File: src/rtl/lsu_pkg.sv
// rtl/lsu_pkg.sv - shared types and constants for the Dmem load/store unit
//
// Purpose: access-size and FSM-state enums, the data width, and the request
//          error check shared by the LSU top and its lane-align helper.
// Ports:   none (package).

package lsu_pkg;

  localparam int DW = 32;

  typedef enum logic [1:0] {
    SZ_B = 2'b00,
    SZ_H = 2'b01,
    SZ_W = 2'b10,
    SZ_X = 2'b11
  } size_e;

  typedef enum logic [1:0] {
    IDLE = 2'b00,
    RD   = 2'b01,
    WR   = 2'b10,
    RESP = 2'b11
  } state_e;

  // Alignment/size legality of a request; the address-range test depends
  // on AW and is done by the caller.
  function automatic logic bad_align(input logic [1:0] size, input logic [1:0] lo);
    logic bad;
    bad = 1'b0;
    case (size)
      SZ_H:    bad = lo[0];
      SZ_W:    bad = |lo;
      SZ_X:    bad = 1'b1;
      default: bad = 1'b0;
    endcase
    return bad;
  endfunction

endpackage

File: src/rtl/lsu_lane_align.sv
// rtl/lsu_lane_align.sv - little-endian lane extract/extend and store merge
//
// Purpose: combinational datapath. For loads, selects the addressed byte or
//          half of the Dmem word and sign/zero extends it. For stores, splices
//          the low byte/half of the store data into the previously read word.
// Ports:
//   size        in   access size (byte/half/word)
//   is_unsigned in   1 = zero-extend loads
//   lane        in   byte address bits [1:0]
//   word        in   word read from Dmem
//   wdata       in   right-aligned store data
//   load_data   out  extracted/extended load value
//   merged      out  word to write back to Dmem

module lsu_lane_align
  import lsu_pkg::*;
(
  input  size_e             size,
  input  logic              is_unsigned,
  input  logic [1:0]        lane,
  input  logic [DW-1:0]     word,
  input  logic [DW-1:0]     wdata,
  output logic [DW-1:0]     load_data,
  output logic [DW-1:0]     merged
);

  logic [7:0]  byte_sel;
  logic [15:0] half_sel;

  always_comb begin
    byte_sel = word[7:0];
    case (lane)
      2'd0:    byte_sel = word[7:0];
      2'd1:    byte_sel = word[15:8];
      2'd2:    byte_sel = word[23:16];
      default: byte_sel = word[31:24];
    endcase
    half_sel = lane[1] ? word[31:16] : word[15:0];
  end

  always_comb begin
    load_data = word;
    case (size)
      SZ_B:    load_data = is_unsigned ? {24'b0, byte_sel} : {{24{byte_sel[7]}}, byte_sel};
      SZ_H:    load_data = is_unsigned ? {16'b0, half_sel} : {{16{half_sel[15]}}, half_sel};
      default: load_data = word;
    endcase
  end

  // Only the addressed lane changes; the remaining bytes keep the read value.
  always_comb begin
    merged = word;
    case (size)
      SZ_B: begin
        case (lane)
          2'd0:    merged[7:0]   = wdata[7:0];
          2'd1:    merged[15:8]  = wdata[7:0];
          2'd2:    merged[23:16] = wdata[7:0];
          default: merged[31:24] = wdata[7:0];
        endcase
      end
      SZ_H: begin
        if (lane[1]) merged[31:16] = wdata[15:0];
        else         merged[15:0]  = wdata[15:0];
      end
      SZ_W:    merged = wdata;
      default: merged = word;
    endcase
  end

endmodule

File: src/rtl/dmem_lsu.sv
// rtl/dmem_lsu.sv - load/store initiator for the word-only Dmem port
//
// Purpose: accepts byte-addressed LB/LBU/LH/LHU/LW/SB/SH/SW requests, checks
//          them, and drives Dmem. Sub-word stores are read-modify-write.
// Ports:
//   clk_i, rst_i                       clock, synchronous active-high reset
//   req_valid_i / req_ready_o          request handshake
//   req_we_i, req_size_i, req_unsigned_i, req_addr_i, req_wdata_i  request
//   rsp_valid_o, rsp_err_o, rsp_rdata_o  one-cycle completion
//   mem_we_o, mem_addr_o, mem_wdata_o, mem_rdata_i  Dmem port

module dmem_lsu
  import lsu_pkg::*;
#(
  parameter int AW = 5
) (
  input  logic            clk_i,
  input  logic            rst_i,
  input  logic            req_valid_i,
  output logic            req_ready_o,
  input  logic            req_we_i,
  input  logic [1:0]      req_size_i,
  input  logic            req_unsigned_i,
  input  logic [31:0]     req_addr_i,
  input  logic [DW-1:0]   req_wdata_i,
  output logic            rsp_valid_o,
  output logic            rsp_err_o,
  output logic [DW-1:0]   rsp_rdata_o,
  output logic            mem_we_o,
  output logic [AW-1:0]   mem_addr_o,
  output logic [DW-1:0]   mem_wdata_o,
  input  logic [DW-1:0]   mem_rdata_i
);

  state_e          state_q, state_d;
  logic            we_q, uns_q, err_q;
  size_e           size_q;
  logic [AW+1:0]   addr_q;
  logic [DW-1:0]   wdata_q;
  logic [DW-1:0]   word_q;
  logic            accept;
  logic            req_err;
  logic [DW-1:0]   load_data;
  logic [DW-1:0]   merged;

  assign req_ready_o = (state_q == IDLE) && !rst_i;
  assign accept      = req_valid_i && req_ready_o;
  assign req_err     = bad_align(req_size_i, req_addr_i[1:0]) || (|req_addr_i[31:AW+2]);

  always_comb begin
    state_d = state_q;
    case (state_q)
      IDLE: begin
        if (accept) begin
          if (req_err)
            state_d = RESP;
          else if (req_we_i && (req_size_i == SZ_W))
            state_d = WR;
          else
            state_d = RD;
        end
      end
      RD:      state_d = we_q ? WR : RESP;
      WR:      state_d = RESP;
      RESP:    state_d = IDLE;
      default: state_d = IDLE;
    endcase
  end

  always_ff @(posedge clk_i) begin
    if (rst_i) begin
      state_q <= IDLE;
      we_q    <= 1'b0;
      uns_q   <= 1'b0;
      err_q   <= 1'b0;
      size_q  <= SZ_B;
      addr_q  <= '0;
      wdata_q <= '0;
      word_q  <= '0;
    end else begin
      state_q <= state_d;
      if (accept) begin
        we_q    <= req_we_i;
        uns_q   <= req_unsigned_i;
        err_q   <= req_err;
        size_q  <= size_e'(req_size_i);
        addr_q  <= req_addr_i[AW+1:0];
        wdata_q <= req_wdata_i;
      end
      if (state_q == RD)
        word_q <= mem_rdata_i;
    end
  end

  lsu_lane_align u_align (
    .size        (size_q),
    .is_unsigned (uns_q),
    .lane        (addr_q[1:0]),
    .word        (word_q),
    .wdata       (wdata_q),
    .load_data   (load_data),
    .merged      (merged)
  );

  // Strobes are gated by rst_i so an abandoned transfer can neither write
  // Dmem nor signal completion in the reset cycle itself.
  assign mem_we_o    = (state_q == WR) && !rst_i;
  assign mem_addr_o  = addr_q[AW+1:2];
  assign mem_wdata_o = (state_q == WR) ? merged : '0;
  assign rsp_valid_o = (state_q == RESP) && !rst_i;
  assign rsp_err_o   = rsp_valid_o && err_q;
  assign rsp_rdata_o = (rsp_valid_o && !err_q && !we_q) ? load_data : '0;

endmodule

File: config.mk
export PLATFORM = sky130hd
export DESIGN_NAME = dmem_lsu
export DESIGN_NICKNAME = d
export VERILOG_FILES = /design/src/rtl/lsu_pkg.sv /design/src/rtl/lsu_lane_align.sv /design/src/rtl/dmem_lsu.sv
export SDC_FILE = /design/constraint.sdc
export NUM_CORES = 1
export LEC_CHECK = 0
export CAP_MARGIN = 20
export CORE_MARGIN = 4
export CORE_UTILIZATION = 46
export CTS_BUF_LIST = sky130_fd_sc_hd__clkbuf_8
export CTS_CLUSTER_DIAMETER = 30
export CTS_CLUSTER_SIZE = 16
export DETAILED_ROUTE_END_ITERATION = 10
export GPL_TIMING_DRIVEN = 0
export HOLD_SLACK_MARGIN = 0.12
export MAX_ROUTING_LAYER = met4
export PLACE_DENSITY = 0.83
export SYNTH_ARGS = -nofsm -noshare
export SYNTH_HDL_FRONTEND = slang
export SYNTH_SLANG_ARGS = --single-unit
File: constraint.sdc
create_clock -name clk_i -period 2.15 [get_ports clk_i]
set_input_delay 0.43 -clock clk_i [delete_from_list [all_inputs] [get_ports clk_i]]
set_output_delay 0.43 -clock clk_i [all_outputs]
set_load 0.01 [all_outputs]
; ---- Yosys cells after proc, flatten, opt, wreduce, memory -nomap -nowiden
; Cells that the tools add are included.
[op_classes]
add_sub_neg = 0
mul = 0
div = 0
magnitude_cmp = 0
eq_ne = 11
shift = 0
mux = 20
bitwise = 0
n_reduce_logical = 18
[ops]
columns = op, count
row1 = $mux W32, 4
row2 = $pmux W32 S3, 1
row3 = $pmux W32 S2, 1
row4 = $mux W16, 3
row5 = $mux W8, 4
row6 = $reduce_or A25 Y1, 1
row7 = $pmux W8 S3, 1
row8 = $eq A2 B2 Y1 const B, 6
row9 = $eq A2 B1 Y1 const B, 4
row10 = $logic_and A1 B1 Y1, 8
row11 = $pmux W2 S4, 1
row12 = $logic_not A2 Y1, 3
row13 = $mux W2, 3
row14 = $logic_not A1 Y1, 3
row15 = $pmux W1 S3, 1
row16 = $reduce_or A3 Y1, 1
row17 = $ne A2 B2 Y1 const B, 1
row18 = $reduce_or A2 Y1, 1
row19 = $logic_or A1 B1 Y1, 1
row20 = $mux W1, 1
[totals]
reg_bits = 78
latchBits = 0
ramBits = 0
romBits = 0
wordCells = 57
mem_count = 0

; ---- Depth between registers and ports, before layout
; Gate-level depths: netlist of the first run.
[logic_depth]
depth_word = 6
ltp_mapped = 8

; ---- Modules after synthesis
; A second synthesis of the first run with hierarchy kept.
[hier_totals]
cells_unflattened = 645
hier_area_um2 = 5197.5
[modules_own_cells]
columns = mod, instances, cells_each, area_each_um2, seq_area_each_um2
row1 = dmem_lsu, 1, 410, 3554.7, 1561.5
row2 = lsu_lane_align, 1, 235, 1642.8, 0.0

; ---- Worst setup path after synthesis of the first run
; No wires, ideal clock.
[synth_timing]
path_kind = input -> output
startpoint = in rst_i
endpoint = out rsp_rdata_o[21]
arrival_time_ns = 1.573
setup_slack_ns = 0.147
cell_stages = 6
path_buffers = 2
cell_sequence = buf_2 nor2b_4 nand2_2 nor2_1 buf_2 a21o_1
[synth_via]
elab_chain_len = 5
[synth_rtl]
columns = item, line_no
row1 = "start, declared", dmem_lsu.sv:18  ; input logic rst_i,
row2 = $logic_not A1 Y1, dmem_lsu.sv:110  ; assign rsp_valid_o = (state_q == RESP) && !rst_i;
row3 = $logic_and A1 B1 Y1, dmem_lsu.sv:110
row4 = net rsp_valid_o, dmem_lsu.sv:26  ; output logic rsp_valid_o,
row5 = $logic_and A1 B1 Y1 (2 in a row), dmem_lsu.sv:112  ; assign rsp_rdata_o = (rsp_valid_o && !err_q && !we_q) ? load_data : '0;
row6 = $mux W32, dmem_lsu.sv:112
row7 = "end, declared", dmem_lsu.sv:28  ; output logic [DW-1:0] rsp_rdata_o,
; The timed path passes the listed nets, and every way through them passes these cells.

; ---- Final worst setup path of the first run
[layout_timing]
startpoint = reg addr_q[1]
endpoint = out mem_wdata_o[8]
[layout_via]
elab_chain_len = 4
elab_cells_between_ends = 5
classes_between = eq/ne (1) / mux (4)
[layout_rtl]
columns = item, line_no
row1 = "start, declared", dmem_lsu.sv:38  ; logic [AW+1:0] addr_q;
row2 = "start signal, assigned", dmem_lsu.sv:87  ; addr_q <= req_addr_i[AW+1:0];
row3 = $eq A2 B1 Y1, lsu_lane_align.sv:55  ; case (lane)
row4 = $mux W8, lsu_lane_align.sv:55
row5 = $pmux W32 S3 *, lsu_lane_align.sv:53  ; case (size)
row6 = $mux W32 *, dmem_lsu.sv:109  ; assign mem_wdata_o = (state_q == WR) ? merged : '0;
row7 = "end, declared", dmem_lsu.sv:31  ; output logic [DW-1:0] mem_wdata_o,
; Every way passes the cells marked *; elsewhere a longest branch is shown, timed or not.

==> flow_summary.ini, run 1 <==
[outcome]
status = complete, but fails checks
violations = setup timing

[detailed_routing]
drcViolationCount = 0
ant_nets = 0
drt_first_pass_iters = 8
routedWlPerCell_um = 21.8
drt-initial-drc-count = 649
via_per_inst = 6.00
wl_um = 20600
vias = 5673

[yosys]
synth_nets = 675
synth-seq-area-share_pct = 33.0
synth.distinct_cells = 49
syn_avg_cell_area_um2 = 8.33
synth_cells = 567
dominantRegCellSynth = dfxtp_1
synth_warnings = 0
synthArstFlopShare_pct = 0
ys_seq_elements = 78
synth_area_um2 = 4730
synth_edf_count = 0

[placed_design]
pre_cts_ws_ns = -0.601
dp_cells = 874
hpwl_um = 13700
port-buffer-count = 174
place_area_um2 = 6630
gp_congestion = 0.930

[setup_path]
crit_chain = buf_4 -> or2b_4 -> o21bai_4 -> a222oi_1 -> nor2b_1 -> buf_2
reg2reg_from = state_q[1]
worst-path-stages = 6
arrival_ns = 2.23
r2r-end = wdata_q[18]
crit_slowest_cell = dfxtp_4
worstPathRequired_ns = 1.72
critPathCapture = mem_wdata_o[8]
path_max_fanout = 8
cp_top_family = simple AND/OR/NAND/NOR gates
critPathLaunchType = flip-flop
cp-end-kind = output pin
path_buf_inv = 2
critical_path_class = reg2out
max_stage_delay_ns = 0.41
crit_start = addr_q[1]
rrSetupSlack_ns = 0.09
reg2reg_depth = 8

[sta]
min_period_ns = 2.66
worst_pin_slew_ns = 0.497
setup_violations = 64
clock_skew_ns = 0.0141
rsz0062_at_grt = true
fmax_mhz = 376
report.final.slew_viol_count = 0
fin_crit_sh_pct = 124
fin_ws_ns = -0.511
hold_viol = 0
maxSlewHeadroom_pct = 66.9
setup_tns_ns = -14.57

[layout]
drive_gt1_share_pct = 33.9
final_cell_mix = clkdlybuf4s50_1, dfxtp_1, buf_2, nand2_1, o21ai_0
num-nets-final = 915
final_area_um2 = 7720
diodes = 0
synthToLayoutAreaGrowth_pct = 63.3
num-fill-cells = 646
final_cells = 945
final_common_cell = clkdlybuf4s50_1

[pwr]
p_leak_nw = 3.20
power_density_nw_per_um2 = 902
peakVddDrop_mv = 0.533
total_power_mw = 6.96

[clocking]
cts_buffers = 9
clockBufferDepth = 2
root_buffer = clkbuf_8
clk_pin_slew_worst_paths_ns = 0.09
clk_latency_ns = 0.36
htreeDepth = 3
cts_sinks = 78
hold_buffers = 0
cts_tree = built

[floorplanning]
rows = 36
die_h_um = 109
ios = 176
core_area_um2 = 9910
start_util_pct = 47.7
die_width_um = 109
dieArea_um2 = 12000

[hold_path]
hold_path_class = reg2reg

[grt]
antenna_found_initial = 0
grt_pass1_vias = 5361
grt_max_degree = 14
overflow = 0
grt_pass1_wl_um = 28100
grt_util_all_layers_pct = 31.5

[job]
drv_cap = 0
## worst min-delay path by stage
stage	slack (ns)	depth (start not counted)	startpoint	endpoint
6_report	0.48	2	wdata_q[17]	wdata_q[17]
5_1_grt	0.51	2	addr_q[4]	addr_q[4]
4_1_cts	0.48	2	wdata_q[17]	wdata_q[17]
3_5_place_dp	0.47	2	wdata_q[17]	wdata_q[17]
3_3_place_gp	0.46	2	wdata_q[21]	wdata_q[21]
2_1_floorplan	0.45	2	wdata_q[24]	wdata_q[24]
## cell type report
cell class / instances / area (um^2) / area share, %
clock inverter: 7 / 67.6 / 0.875
timing repair buffer: 233 / 2060 / 26.7
inverter: 6 / 26.3 / 0.340
tap: 133 / 166 / 2.16
multi-input combinational: 433 / 3340 / 43.2
sequential: 78 / 1590 / 20.6
buffer: 46 / 350 / 4.54
clock buffer: 9 / 124 / 1.61
## worst min-delay path: stages, from the launching register on
cell      delay (ns)
dfxtp_1         0.32
nand2b_1        0.06
o21ai_0         0.06
## metal layers
layer  wire (um)  vias up  track usage (%)
met5           0        -                -
met2        9510      404             50.7
met3        2080      119             4.11
met1        7920     2649             39.9
li1            -     2501                -
met4        1140        0             13.4
## power breakdown
part / leakage, nW / total, mW / internal [mW] / switching, mW
Clock: 0.102 / 1.11 / 0.531 / 0.577
Combinational: 2.45 / 3.49 / 1.77 / 1.72
Sequential: 0.644 / 2.36 / 1.79 / 0.566
## repair_timing
action	in CTS	in global routing
endpoints found under the setup margin	66	65
pin swaps	15	46
cloned	0	1
resized for setup	351	129
buffers inserted	34	25
## cell usage after synthesis, types with 3 or more instances
library cell	count	share of area, %
dfxtp_1	78	33
o21ai_0	68	7.2
nand2_1	58	4.6
nor2_1	47	3.7
mux2i_1	43	9.1
nand2b_1	43	5.7
a22oi_1	23	3.7
clkbuf_1	18	1.4
a21o_1	17	2.7
a21boi_0	16	2.5
buf_2	15	1.6
nor2b_1	14	1.9
a21oi_1	12	1.3
buf_4	11	1.7
nor3_1	9	0.95
a222oi_1	8	1.7
nand3_1	8	0.85
mux4_2	7	3.3
o22ai_1	7	0.93
and2_1	6	0.79
inv_1	6	0.48
buf_6	5	1.2
ha_1	5	1.3
nor4_1	5	0.66
mux2_2	4	0.95
o211a_1	4	0.85
o31ai_1	3	0.48
## kinds of logic after synthesis
| group | Yosys count | share of synthesized area [%] |
|---|---|---|
| AND/OR/NAND/NOR | 204 | 21.8 |
| AO/OA/AOI/OAI | 168 | 23.3 |
| flip-flops | 78 | 33.0 |
| buffers and inverters | 56 | 6.51 |
| multiplexers | 56 | 14.0 |
| adder cells (fa/ha/maj) | 5 | 1.32 |
## stage by stage
step	hold slack, ns	util, %
4_1_cts	0.483	72.4
3_3_place_gp	0.462	66.9
3_5_place_dp	0.470	66.9
5_1_grt	0.514	77.9
6_report	0.484	77.9
2_1_floorplan	0.447	-
## flip-flops by register name (all words and copies together), names as in the netlist
register  count
state_q       2
addr_q        7
word_q       32
we_q          1
err_q         1
uns_q         1
size_q        2
wdata_q      32
No activity file was read; power rests on OpenSTA's default activity.
==> run 2, diff against run 1 <==
- CELL_PAD_IN_SITES_DETAIL_PLACEMENT: unset -> 0
- CELL_PAD_IN_SITES_GLOBAL_PLACEMENT: unset -> 2
- CORE_UTILIZATION: 46 -> 26
- PLACE_DENSITY: 0.83 -> unset
- PLACE_DENSITY_LB_ADDON: unset -> 0.1
- SLEW_MARGIN: unset -> 25
==> run 2 against run 1 <==
  * The flow still finishes with violations (setup timing)
  * Die area rose by 71%
  * Count of clock-buffer cells in the layout is 1 higher
  * Sequential power is essentially flat
  * Cell count is 11% higher
  * Combinational power up 4%
  * Clock skew shrank 0.0067 ns
==> flow_summary.ini, run 2 (synthesized netlist as in run 1, its figures left out) <==
[outcome]
status = complete, but fails checks
violations = setup timing

[hold_path]
min_to = addr_q[3]
hold_path_class = reg2reg
hold_depth = 2
worstHoldStart = addr_q[3]

[setup_path]
worstPathRequired_ns = 1.72
reg2reg_depth = 8
cp-end-kind = output pin
crit_chain = buf_6 -> mux2_4 -> mux2i_4 -> nor4_4 -> buf_4 -> buf_6 -> buf_6 -> a21o_1 -> buf_2
r2r-end = addr_q[1]
critical_path_class = reg2out
crit_top_cell = buf_6
crit_slowest_cell = dfxtp_2
critPathLaunchType = flip-flop
rrSetupSlack_ns = 0.21
path_max_fanout = 5
max_stage_delay_ns = 0.34
reg2reg_from = state_q[0]
arrival_ns = 2.07

[detailed_routing]
drt-initial-drc-count = 313
wl_um = 20500
ant_nets = 0
vias = 5138
drcViolationCount = 0
via_per_inst = 4.91
drt_first_pass_iters = 7
routedWlPerCell_um = 19.6

[sta]
clock_skew_ns = 0.00739
min_period_ns = 2.50
fmax_mhz = 400
setup_violations = 64
hold_viol = 0
fin_crit_sh_pct = 116
setup_tns_ns = -12.77
maxSlewHeadroom_pct = 61.6
fin_ws_ns = -0.349
report.final.slew_viol_count = 0
worst_pin_slew_ns = 0.576
rsz0062_at_grt = true

[clocking]
hold_buffers = 0
htreeDepth = 3
root_buffer = clkbuf_8
clockBufferDepth = 2
clk_latency_ns = 0.37
cts_sinks = 78
cts_tree = built
cts_buffers = 9
clk_pin_slew_worst_paths_ns = 0.07

[layout]
final_area_um2 = 8050
synthToLayoutAreaGrowth_pct = 70.4
final_cell_mix = clkdlybuf4s50_1, dfxtp_1, buf_2
drive_gt1_share_pct = 37.0
multi_input_area_um2 = 3480
largest_registers = wdata_q (32), word_q (32), addr_q (7)
fin_util_pct = 45.0
num-nets-final = 921
regArea_um2 = 1580
final_common_cell = clkdlybuf4s50_1
diodes = 0
num-fill-cells = 1810

[placed_design]
gp_congestion = 0.870
hpwl_um = 15600
port-buffer-count = 174
place_area_um2 = 6750
pre_cts_ws_ns = -0.683

[floorplanning]
die_h_um = 143
core_area_um2 = 17900
start_util_pct = 26.4
die_width_um = 143
dieArea_um2 = 20400
ios = 176
rows = 49

[pwr]
p_leak_nw = 3.23
power_density_nw_per_um2 = 869
total_power_mw = 7.00
peakVddDrop_mv = 0.316

[job]
drv_cap = 0

[grt]
grt_pass1_wl_um = 30400
grt_util_all_layers_pct = 20.2
antenna_found_initial = 0
overflow = 0
grt_pass1_vias = 5221
grt_max_degree = 14
## run 2: where the power goes
| group | internal [mW] | switching, mW | total, mW |
|---|---|---|---|
| registers | 1.79 | 0.546 | 2.34 |
| clock network | 0.443 | 0.573 | 1.02 |
| logic | 1.91 | 1.73 | 3.64 |
| total | 4.15 | 2.85 | 7.00 |
## run 2: area by class of cell
type / count / area share [%]
repair buffers: 238 / 26.6
flip-flops and latches: 78 / 19.7
inverters: 6 / 0.326
clock inverters: 5 / 0.451
multi-input cells: 433 / 43.2
plain buffers: 47 / 4.44
clock buffers: 10 / 1.71
well taps: 229 / 3.56
## run 2: per-layer routing
layer / wire length, um / up-vias / global-route usage (%)
met5: 0 / - / -
met4: 617 / 0 / 6.40
met3: 983 / 34 / 3.11
met2: 9750 / 150 / 31.7
met1: 9200 / 2446 / 26.8
li1: - / 2508 / -
## run 2: critical path, delay by kind of cell, from the launching register on
family                 cells  cell delay, ns
muxes                      2            0.51
buffers and inverters      5            0.66
and+or+nand+nor            1            0.05
DFF                        1            0.34
AOI/OAI and AO/OA          1            0.14
## run 2: worst max-delay path by stage
stage	from	cells past startpoint	to	slack, ns
detailed placement	rst_i	7	rsp_rdata_o[22]	-0.68
CTS	size_q[1]	6	rsp_rdata_o[15]	-0.37
global route	addr_q[1]	9	rsp_rdata_o[31]	-0.41
finish	addr_q[1]	9	rsp_rdata_o[31]	-0.35
global placement	rst_i	7	rsp_rdata_o[22]	-0.67
floorplan	rst_i	6	rsp_rdata_o[21]	0.15
## run 2: per-stage QoR
| stage | hold WS [ns] | cells |
|---|---|---|
| 6_report | 0.478 | 1046 |
| 5_1_grt | 0.501 | 1046 |
| 4_1_cts | 0.482 | 1020 |
| 3_3_place_gp | 0.465 | 970 |
| 2_1_floorplan | 0.447 | 567 |
| 3_5_place_dp | 0.465 | 970 |
## run 2: repair_timing
| action | 4_1_cts | 5_1_grt |
|---|---|---|
| gates cloned | 2 | 1 |
| gates resized for setup | 435 | 112 |
| endpoints found under the setup margin | 67 | 107 |
| buffers inserted | 34 | 30 |
| pin swaps | 28 | 45 |
